==> src/rtl/jt89_wr.sv <==
// Write sequencer for an SN76489-style PSG: turns tone/volume/noise commands into
// latch/data bytes with a registered active-low write strobe and optional tone-hi suppression.
module jt89_wr #(
  parameter int unsigned WR_LOW  = 2,
  parameter int unsigned WR_GAP  = 2,
  parameter bit          SKIP_HI = 1'b1
) (
  input  logic       clk,
  input  logic       rst_n,
  input  logic       clk_en,
  input  logic       clr_shadow,
  input  logic       cmd_valid,
  output logic       cmd_ready,
  input  logic [1:0] cmd_type,
  input  logic [1:0] cmd_ch,
  input  logic [9:0] cmd_data,
  output logic [7:0] dout,
  output logic       wr_n,
  output logic       busy
);

  typedef enum logic [1:0] {S_IDLE, S_SETUP, S_STROBE, S_GAP} state_t;

  localparam int unsigned CNT_MAX = (WR_LOW > WR_GAP) ? WR_LOW : WR_GAP;
  localparam int          CW      = (CNT_MAX > 1) ? $clog2(CNT_MAX) : 1;
  localparam logic [CW-1:0] LOW_LOAD = CW'(WR_LOW - 1);
  localparam logic [CW-1:0] GAP_LOAD = CW'(WR_GAP - 1);

  state_t        state_q, state_d;
  logic [CW-1:0] cnt_q, cnt_d;
  logic          pend_q, pend_d;     // tone data byte still to be sent
  logic          sec_q, sec_d;       // byte in flight is the tone data byte
  logic [5:0]    hi_q, hi_d;
  logic [1:0]    ch_q, ch_d;
  logic [7:0]    dout_q, dout_d;
  logic          wr_n_q, wr_n_d;
  logic          ready_q, ready_d;
  logic          busy_q, busy_d;

  logic          accept;
  logic          cmd_tone, cmd_emit;
  logic [2:0]    hit;
  logic          upd_shadow;
  logic [7:0]    first_byte;

  assign accept   = cmd_valid & ready_q & clk_en;
  assign cmd_tone = (cmd_type == 2'd0) && (cmd_ch != 2'd3);
  assign cmd_emit = cmd_tone || (cmd_type == 2'd1) || (cmd_type == 2'd2);

  // The shadow is committed as the data byte moves into its strobe.
  assign upd_shadow = (state_q == S_SETUP) && clk_en && sec_q;

  genvar gi;
  generate
    for (gi = 0; gi < 3; gi++) begin : g_shadow
      logic [5:0] sh_q;
      logic       vld_q;

      always_ff @(posedge clk) begin
        if (!rst_n) begin
          sh_q  <= '0;
          vld_q <= 1'b0;
        end else if (clr_shadow) begin
          vld_q <= 1'b0;
        end else if (upd_shadow && (ch_q == 2'(gi))) begin
          sh_q  <= hi_q;
          vld_q <= 1'b1;
        end
      end

      assign hit[gi] = vld_q && (sh_q == cmd_data[9:4]) && (cmd_ch == 2'(gi));
    end
  endgenerate

  // State and output registers
  always_ff @(posedge clk) begin
    if (!rst_n) begin
      state_q <= S_IDLE;
      cnt_q   <= '0;
      pend_q  <= 1'b0;
      sec_q   <= 1'b0;
      hi_q    <= '0;
      ch_q    <= '0;
      dout_q  <= '0;
      wr_n_q  <= 1'b1;
      ready_q <= 1'b0;
      busy_q  <= 1'b0;
    end else begin
      state_q <= state_d;
      cnt_q   <= cnt_d;
      pend_q  <= pend_d;
      sec_q   <= sec_d;
      hi_q    <= hi_d;
      ch_q    <= ch_d;
      dout_q  <= dout_d;
      wr_n_q  <= wr_n_d;
      ready_q <= ready_d;
      busy_q  <= busy_d;
    end
  end

  // Next-state logic
  always_comb begin
    state_d = state_q;
    cnt_d   = cnt_q;
    pend_d  = pend_q;
    sec_d   = sec_q;
    hi_d    = hi_q;
    ch_d    = ch_q;
    case (state_q)
      S_IDLE: begin
        if (accept) begin
          hi_d   = cmd_data[9:4];
          ch_d   = cmd_ch;
          sec_d  = 1'b0;
          pend_d = cmd_tone && !(SKIP_HI && (|hit));
          if (cmd_emit) state_d = S_SETUP;
        end
      end
      S_SETUP: begin
        if (clk_en) begin
          state_d = S_STROBE;
          cnt_d   = LOW_LOAD;
        end
      end
      S_STROBE: begin
        if (clk_en) begin
          if (cnt_q == '0) begin
            state_d = S_GAP;
            cnt_d   = GAP_LOAD;
          end else begin
            cnt_d = cnt_q - 1'b1;
          end
        end
      end
      S_GAP: begin
        if (clk_en) begin
          if (cnt_q == '0) begin
            if (pend_q) begin
              state_d = S_SETUP;
              pend_d  = 1'b0;
              sec_d   = 1'b1;
            end else begin
              state_d = S_IDLE;
            end
          end else begin
            cnt_d = cnt_q - 1'b1;
          end
        end
      end
      default: state_d = S_IDLE;
    endcase
  end

  // Output logic: everything is registered from the next state
  always_comb begin
    case (cmd_type)
      2'd0:    first_byte = {1'b1, cmd_ch, 1'b0, cmd_data[3:0]};
      2'd1:    first_byte = {1'b1, cmd_ch, 1'b1, cmd_data[3:0]};
      default: first_byte = {5'b11100, cmd_data[2:0]};
    endcase

    dout_d = dout_q;
    if ((state_q == S_IDLE) && (state_d == S_SETUP)) begin
      dout_d = first_byte;
    end else if ((state_q == S_GAP) && (state_d == S_SETUP)) begin
      dout_d = {2'b00, hi_q};
    end

    wr_n_d  = (state_d != S_STROBE);
    ready_d = (state_d == S_IDLE);
    busy_d  = (state_d != S_IDLE);
  end

  assign cmd_ready = ready_q;
  assign dout      = dout_q;
  assign wr_n      = wr_n_q;
  assign busy      = busy_q;

endmodule

==> config.mk <==
export PLATFORM = sky130hd
export DESIGN_NAME = jt89_wr
export DESIGN_NICKNAME = d
export VERILOG_FILES = /design/src/rtl/jt89_wr.sv
export SDC_FILE = /design/constraint.sdc
export NUM_CORES = 1
export LEC_CHECK = 0
export BUFFER_PORTS_ARGS = -buffer_cell sky130_fd_sc_hd__buf_2
export CORE_MARGIN = 8
export CORE_UTILIZATION = 56
export DETAILED_ROUTE_END_ITERATION = 10
export GPL_ROUTABILITY_DRIVEN = 0
export PLACE_DENSITY = 0.82
export SLEW_MARGIN = 5
export SYNTH_ARGS = -nofsm -noshare
export SYNTH_HDL_FRONTEND = slang
export SYNTH_SLANG_ARGS = --single-unit
==> constraint.sdc <==
create_clock -name clk -period 1.9 [get_ports clk]
set_input_delay 0.38 -clock clk [delete_from_list [all_inputs] [get_ports clk]]
set_output_delay 0.38 -clock clk [all_outputs]
set_load 0.02 [all_outputs]
==> metrics.md <==
| Metric | Value |
|---|---|
| Status | finished, final reports clean |
| Crit-path slowest cell | and4bb_1 |
| M2 GR Usage | 24.6% |
| Post-CTS sizing | 0 |
| Synth top area cells | dfxtp_1, mux2i_1, nor2b_1 |
| Die Y | 77.8 um |
| Unique masters post-synth | 39 |
| Hold crit path type | input pin to flop |
| Setup crit start kind | flop |
| DRT antenna net count | 0 |
| Via count of the first global-routing pass | 1626 |
| Yosys warns | 0 |
| Buffer levels on the longest clock path | 2 |
| Layout Utilization | 65.2% |
| Mapped Nets | 244 |
| Num rows | 22 |
| Initial antenna violation count | 0 |
| Top_reg_cell synth | dfxtp_1 |
| Share of the synthesized area in the top cell type | 42.1% |
| Nets | 273 |
| Kind of cell adding the most delay to the critical path | compound AO/OA/AOI/OAI gates |
| Cell taking the most area after synthesis | dfxtp_1 |
| Die area | 6060 um2 |
| Max Fclk | 0.607 GHz |
| Busiest grt layer | met2 |
| Largest net degree at the start of global routing | 37 |
| CP Cell Sequence | and4bb_1, o2111ai_4, buf_4, o211a_1 |
| Final WS setup | 0.252 ns |
| Worst-path maximum fanout | 11 |
| Drt first pass iters | 4 |
| H-tree depth | 2 |
| Pleak | 0.914 nW |
| Routing usage on met3 | 4.38% |
| CTS clk-pin slew, worst paths | 0.08 ns |
| Setup_tns | 0 ns |
| Largest stage delay, worst path | 0.46 ns |
| DRC | 0 |
| Final period util | 86.7% |
| Setup crit end kind | flop |
| Rel. slew slack | 65.9% |
| Hold-fix buffers, CTS | 0 |
| Peak supply drop | 0.000595 V |
| WP data arrival | 1.84 ns |
| Core box area | 3660 um2 |
| Setup slack at placement | 0.0976 ns |
| First-pass GRT wire length | 7580 um |
| EDFF count, synth | 0 |
| RSZ-0062 raised after global routing | no |
| Share of layout cells above drive strength 1 | 19.6% |
| Synth async-reset ratio | 0% |
| Clk_skew | 0.00552 ns |
| Via count | 1633 |
| Mapped Area | 2140 um2 |
| Flops & latches, synth | 45 |
| Area Growth Syn to Fin | 11.5% |
| Post-DP HPWL | 3360 um |
| Period minus WS final | 1.65 ns |
| CP required | 2.09 ns |
| Post-CTS setup buffer count | 0 |
| Starting Density | 58.5% |
| Max-cap viol count | 0 |
| Total GRT Usage | 15.3% |
| Synth Area per Inst | 9.51 um2 |
| Port bufs | 29 |
| Total Wirelength | 4430 um |
| Post-synthesis sequential area ratio | 42.1% |
| Final setup violation count | 0 |
| Total CTS buffers | 5 |
| Max Slew Vio Count | 0 |
| Crit Path Category | flop to flop |
| Clock Latency Late Sink | 0.30 ns |
| CTS sink cnt | 45 |
| Root buf cell | clkbuf_8 |
| DRT iter0 DRCs | 79 |
| Via density | 5.39 |
| Met1 Usage GRT | 19.0% |
| Least-Margin Pin Slew | 0.512 ns |
| Hold Fails Final Rpt | 0 |
| Mapped Cells | 225 |
| CTS tree | yes |
| GR Overflow Total | 0 |
| Cell area power density | 723 nW/um2 |
| Critical path buffers and inverters | 1 |
| Die W | 77.8 um |
| I/O pin cnt | 30 |
| Wire per inst | 14.6 um |
| Ant. Diodes | 0 |
==> cell usage after synthesis (all sizes together) (2+ instances only) <==
library cell	n
a21oi	6
xor2	11
o211a	4
nand2b	2
clkbuf	6
nand4	3
and2	2
nor3	3
buf	7
a21boi	11
xnor2	7
nand3	17
mux2i	19
nor3b	6
and4bb	2
a31oi	3
nor2	6
nand2	26
dfxtp	45
o21ai	5
nand4b	2
nor2b	21
==> layer usage <==
layer	vias up	part of all wire (%)
met5	-	0
met2	29	48
li1	835	-
met1	763	48
met4	0	1.3
met3	6	3.5
==> cell families after synthesis <==
kind of cell              synth area share (%)
and+or+nand+nor                           25.4
DFF                                       42.1
AOI/OAI and AO/OA                         11.6
muxes                                     9.41
xor gates and xnor gates                  7.36
buffers and inverters                     4.15
==> final timing paths <==
check | depth (start not counted) | startpoint | to | slack, ns
max | 4 | state_q[1]$_SDFF_PN0_ | dout[0]$_SDFFE_PN0P_ | 0.25
min | 2 | cmd_data[2] | dout[2]$_SDFFE_PN0P_ | 0.32
max reg2reg | 4 | state_q[1]$_SDFF_PN0_ | dout[0]$_SDFFE_PN0P_ | 0.25
min reg2reg | 2 | dout[7]$_SDFFE_PN0P_ | dout[7]$_SDFFE_PN0P_ | 0.47
==> metrics by stage <==
step                instance area, um2  hold WS [ns]  power, mW  instances
CTS                               2390         0.317       1.74        303
floorplan                         2140         0.466       1.12        225
global route                      2390         0.323       1.80        303
finish                            2390         0.323       1.73        303
detailed placement                2310         0.470       1.19        295
global placement                  2310         0.459       1.18        295
==> state kept, by name (all words and copies together) (netlist names), 2 cells and up <==
| register | cells |
|---|---|
| g_shadow.sh_q | 18 |
| hi_q | 6 |
| g_shadow.vld_q | 3 |
| dout | 8 |
| state_q | 2 |
| ch_q | 2 |
==> report_power, final <==
| group | total [mW] | switching (mW) | internal (mW) | leakage [nW] |
|---|---|---|---|---|
| Clock | 0.561 | 0.300 | 0.261 | 0.0395 |
| Sequential | 0.985 | 0.0213 | 0.963 | 0.364 |
| Combinational | 0.180 | 0.101 | 0.0785 | 0.510 |
==> cells in the final DEF (no fill, tap or decap), drive strengths merged, types with 7 or more instances in the layout <==
cell type / synthesis / final
buf: 7 / 35
dfxtp: 45 / 45
nand3: 17 / 17
nand2: 26 / 26
clkbuf: 6 / 8
mux2i: 19 / 19
a21boi: 11 / 11
xnor2: 7 / 7
xor2: 11 / 11
nor2b: 21 / 21
==> final cells by class <==
class | instances | area (um2)
inverters | 1 | 3.75
repair buffers | 35 | 190
multi-input cells | 166 | 1150
fillers | 324 | 1270
flip-flops and latches | 45 | 901
well taps | 48 | 60.1
clock buffers | 8 | 80.1
(Power assumes the default switching activity.)
